===== src/rtl/instr_fetch_queue.sv =====
// Instruction prefetch queue feeding the IF/ID register.
// Issues sequential word fetches over a valid/ready channel, buffers in-order
// responses in a small FIFO and presents the head {instr, pc}. A Flush
// redirects fetch, empties the queue and discards responses still in flight.
module instr_fetch_queue #(
  parameter int unsigned            ADDR_WIDTH  = 32,
  parameter int unsigned            INSTR_WIDTH = 32,
  parameter int unsigned            DEPTH       = 4,
  parameter logic [ADDR_WIDTH-1:0]  RESET_PC    = '0
) (
  input  logic                   clk,
  input  logic                   rst_n,
  input  logic                   Stall,
  input  logic                   Flush,
  input  logic [ADDR_WIDTH-1:0]  redirect_pc,
  output logic                   imem_req_valid,
  output logic [ADDR_WIDTH-1:0]  imem_req_addr,
  input  logic                   imem_req_ready,
  input  logic                   imem_rsp_valid,
  input  logic [INSTR_WIDTH-1:0] imem_rsp_data,
  output logic                   instr_valid,
  output logic [INSTR_WIDTH-1:0] instr_out,
  output logic [ADDR_WIDTH-1:0]  pc_out
);

  localparam int unsigned           PTR_W   = $clog2(DEPTH);
  localparam int unsigned           CNT_W   = PTR_W + 1;
  localparam logic [CNT_W:0]        DEPTH_S = (CNT_W + 1)'(DEPTH);
  localparam logic [ADDR_WIDTH-1:0] STEP    = ADDR_WIDTH'(4);

  // r_run keeps requests off until the first edge with rst_n sampled high
  logic                   r_run;
  logic [ADDR_WIDTH-1:0]  r_fetch_pc;
  logic [ADDR_WIDTH-1:0]  r_rsp_pc;
  logic [INSTR_WIDTH-1:0] r_fifo_instr [DEPTH];
  logic [ADDR_WIDTH-1:0]  r_fifo_pc    [DEPTH];
  // Pointers carry a wrap bit above the index bits
  logic [CNT_W-1:0]       r_rd_ptr;
  logic [CNT_W-1:0]       r_wr_ptr;
  logic [CNT_W-1:0]       r_count;
  logic [CNT_W-1:0]       r_pend;
  logic [CNT_W-1:0]       r_drop;

  logic                   w_room_fifo;
  logic                   w_room_flight;
  logic                   w_fire;
  logic                   w_rsp_keep;
  logic                   w_rsp_drop;
  logic                   w_pop;
  logic [PTR_W-1:0]       w_rd_idx;
  logic [PTR_W-1:0]       w_wr_idx;
  logic [ADDR_WIDTH-1:0]  w_redirect_aligned;

  // Request gating, response classification and head presentation
  always_comb begin
    w_rd_idx           = r_rd_ptr[PTR_W-1:0];
    w_wr_idx           = r_wr_ptr[PTR_W-1:0];
    w_redirect_aligned = redirect_pc & ~ADDR_WIDTH'(3);
    // Slots are reserved at request time, so a kept response never overflows
    w_room_fifo        = ({1'b0, r_count} + {1'b0, r_pend}) < DEPTH_S;
    w_room_flight      = ({1'b0, r_pend} + {1'b0, r_drop}) < DEPTH_S;
    imem_req_valid     = r_run && !Flush && w_room_fifo && w_room_flight;
    imem_req_addr      = r_fetch_pc;
    w_fire             = imem_req_valid && imem_req_ready;
    w_rsp_keep         = imem_rsp_valid && !Flush && (r_drop == '0);
    w_rsp_drop         = imem_rsp_valid && (r_drop != '0);
    instr_valid        = (r_count != '0);
    w_pop              = instr_valid && !Stall && !Flush;
    instr_out          = instr_valid ? r_fifo_instr[w_rd_idx] : '0;
    pc_out             = instr_valid ? r_fifo_pc[w_rd_idx] : '0;
  end

  // Control state: fetch/response PCs, pointers and occupancy counters
  always_ff @(posedge clk) begin
    if (!rst_n) begin
      r_run      <= 1'b0;
      r_fetch_pc <= RESET_PC;
      r_rsp_pc   <= RESET_PC;
      r_rd_ptr   <= '0;
      r_wr_ptr   <= '0;
      r_count    <= '0;
      r_pend     <= '0;
      r_drop     <= '0;
    end else begin
      r_run <= 1'b1;
      if (Flush) begin
        r_fetch_pc <= w_redirect_aligned;
        r_rsp_pc   <= w_redirect_aligned;
        r_rd_ptr   <= '0;
        r_wr_ptr   <= '0;
        r_count    <= '0;
        // Every live request becomes stale; a response this cycle retires one of them
        r_drop     <= r_drop + r_pend - CNT_W'(imem_rsp_valid);
        r_pend     <= '0;
      end else begin
        if (w_fire) begin
          r_fetch_pc <= r_fetch_pc + STEP;
        end
        if (w_rsp_keep) begin
          r_rsp_pc <= r_rsp_pc + STEP;
          r_wr_ptr <= r_wr_ptr + CNT_W'(1);
        end
        if (w_pop) begin
          r_rd_ptr <= r_rd_ptr + CNT_W'(1);
        end
        r_pend  <= r_pend + CNT_W'(w_fire) - CNT_W'(w_rsp_keep);
        r_drop  <= r_drop - CNT_W'(w_rsp_drop);
        r_count <= r_count + CNT_W'(w_rsp_keep) - CNT_W'(w_pop);
      end
    end
  end

  // FIFO storage; contents are only meaningful while counted
  always_ff @(posedge clk) begin
    if (w_rsp_keep) begin
      r_fifo_instr[w_wr_idx] <= imem_rsp_data;
      r_fifo_pc[w_wr_idx]    <= r_rsp_pc;
    end
  end

endmodule


===== config.mk =====
export PLATFORM = sky130hd
export DESIGN_NAME = instr_fetch_queue
export DESIGN_NICKNAME = d
export VERILOG_FILES = /design/src/rtl/instr_fetch_queue.sv
export SDC_FILE = /design/constraint.sdc
export NUM_CORES = 1
export LEC_CHECK = 0
export CAP_MARGIN = 30
export CORE_AREA = 2 2 209 129
export CTS_CLUSTER_DIAMETER = 80
export DETAILED_ROUTE_END_ITERATION = 6
export DIE_AREA = 0 0 211 131
export DONT_BUFFER_PORTS = 1
export PLACE_DENSITY = 0.7
export SYNTH_ARGS = -nofsm -noshare
export SYNTH_HDL_FRONTEND = slang
export SYNTH_SLANG_ARGS = --single-unit
export TNS_END_PERCENT = 1

===== constraint.sdc =====
create_clock -name clk -period 4.35 [get_ports clk]
set_clock_uncertainty 0.1 [all_clocks]
set_input_delay 0.6525 -clock clk [delete_from_list [all_inputs] [get_ports clk]]
set_output_delay 0.6525 -clock clk [all_outputs]
set_load 0.02 [all_outputs]

==> flow_summary.toml <==
[final_layout]
fillCellCount = 1983
num_antenna_cells = 0
fin_nets = 1036
area_growth_pct = 9.06
utilization_pct = 59.0
multi_input_area_sq_mm = 0.00471
regArea_sq_mm = 0.00897
drive_gt1_share_pct = 14.3
finalInstanceArea_sq_mm = 0.0152

[synthesis]
synth_edf_count = 248
ys_ff_latch = 324
synthCells = 954
synth-async-reset-ratio_pct = 0
syn_avg_cell_area_sq_um = 14.7
syn_area_sq_mm = 0.0140
synth_top_area_share_pct = 53.3
synth.distinct_cells = 56
yosysWarnings = 0
yosysTopAreaCell = "edfxtp_1"
yosysMostFrequentCell = "edfxtp_1"
synth_common_cells = "edfxtp_1 (248), dfxtp_1 (76), and2_1 (74)"
synthTopCellsByArea = "edfxtp_1 (53%), dfxtp_1 (11%), mux4_2 (10%)"
ys.flop_type = "edfxtp_1"
ys_seq_area_share_pct = 64.1

[route]
dr.pass1.iters = 5
via_per_inst = 6.27
wl_per_cell_um = 23.4
wl_mm = 30.5
vias = 8164
ant_nets = 0
first_iter_violations = 916
drcViolationCount = 0

[global_routing]
grt_max_degree = 77
antenna_found_initial = 0
grt_pass1_vias = 7615
globalRouteOverflowTotal = 0
track_usage_pct = 21.9
grt_first_pass_wirelength_mm = 46.1

[critical_path]
cp_cell_sequence = "buf_12 -> mux4_2 -> and2_1"
cp_max_fo = 34
required_ns = 3.60
critPathMaxStageDelay_ns = 0.83
cp.arrival_ns = 2.55
path_buf_inv = 1
start_kind = "flop"
cpMaxStageDelayCell = "dfxtp_4"
crit_family = "flip-flops"
critPathKind = "reg2out"
crit_path_end_kind = "primary output"

[timing]
period_share_pct = 76.0
worst_hold_slack_ns = 0.0938
fmax_ghz = 0.303
hold_violations = 0
period_minus_slack_ns = 3.30
tns_ns = 0
final_max_slew_viol_count = 0
maxSlewHeadroom_pct = 38.8
worst_pin_slew_ns = 0.919
rsz0062_at_grt = "no"
setup-violations-final = 0

[power_and_ir_drop]
power.leakage_nw = 4.83
p_per_area_mw_per_mm2 = 443
ir_worst_vdd_uv = 422
power_mw = 6.76

[flow_run]
max_cap_violations = 0

[floorplanning]
rows = 46
die_h_um = 131
die_w_um = 211
pin_count = 168
start_util_pct = 54.1
core_area_sq_mm = 0.0258
die_area_sq_mm = 0.0276

[clocking]
cts_tree = "done"
cts.path.max_buffers = 3
clock-root-buffer = "clkbuf_16"
cts_sinks = 324
clk_latency_ns = 0.55
numCtsBuffers = 29
cts-htree-levels = 1
clk_pin_slew_ns = 0.07

[outcome]
status = "complete, no violations"

[placement]
portBuffers = 0
place_hpwl_mm = 19.9
routabilityCongestion = 0.906
placed_area_sq_mm = 0.0143

[worst_hold_path]
hold_class = "in2reg"
-- cells by family (layout without fill, tap and decap cells) --
family / count (synthesis) / in the layout / share of synthesized area, %
AOI/OAI and AO/OA: 130 / 130 / 6.65
DFF: 324 / 324 / 64.1
adders and majority gates: 22 / 22 / 2.13
xor gates and xnor gates: 20 / 20 / 1.25
muxes: 63 / 63 / 10.1
other: 1 / 4 / 0.0268
buffers and inverters: 78 / 87 / 2.38
and+or+nand+nor: 316 / 316 / 13.4
-- worst paths after layout --
path | from | endpoint | slack (ns) | cells past startpoint
setup / recovery | flop | pc_out[15] | 1.05 | 3
hold / removal | imem_rsp_data[13] | r_fifo_instr[3][13] | 0.09 | 0
setup reg to reg | r_pend[1] | r_pend[2] | 1.12 | 14
hold reg to reg | r_wr_ptr[0] | r_wr_ptr[0] | 0.41 | 2
-- registers in the layout, indices dropped and copies added, names as in the netlist, named ones only --
signal and cells:
imem_req_addr 30, r_count 3, r_drop 3, r_fifo_instr 128, r_fifo_pc 120, r_pend 3, r_rd_ptr 2, r_rsp_pc 30
r_run 1, r_wr_ptr 2
-- per-layer routing --
metal / part of all wire, % / GRT usage [%]
met4: 1.3 / 3.98
met1: 48 / 34.5
met2: 43 / 31.1
met5: 0 / 0
met3: 8.0 / 5.23
-- placed cells by master, fill, tap and decap left out, types with 11 or more instances in the layout --
master	instances
a211oi_1	12
a21oi_1	16
a311oi_1	21
a31oi_1	13
and2_1	74
and3_1	11
and4_1	15
buf_4	12
clkbuf_1	13
clkbuf_16	29
dfxtp_1	74
edfxtp_1	248
ha_1	19
inv_1	16
mux4_2	62
nand2_1	30
nand3_1	25
nand4_1	24
nor2_1	42
nor2b_1	18
nor3_1	17
nor4_1	14
o21ai_0	40
xnor2_1	13
-- per-stage QoR --
stage,std cells,worst slack [ns]
finish,1302,1.05
global route,1302,0.851
CTS,1302,0.963
detailed placement,1248,1.14
global placement,1248,1.19
floorplan,957,0.994
-- final cells by class --
class	count	share of cell area [%]
Inverter	17	0.418
Timing Repair Buffer	17	1.18
Multi-Input combinational cell	555	30.9
Sequential cell	324	58.8
Clock inverter	9	0.624
Clock buffer	44	5.26
Tap cell	336	2.76
-- where the power goes --
group,internal (mW),switching (mW),total [mW]
Combinational,0.251,0.409,0.660
Sequential,3.49,0.149,3.63
Clock,1.39,1.08,2.46
Total,5.12,1.64,6.76
-- repair_timing --
action,4_1_cts,5_1_grt
buffers inserted,0,0
gates resized for setup,0,0
hold buffers,1,0
hold endpoints to repair,1,0
No activity file was read; power rests on OpenSTA's default activity.
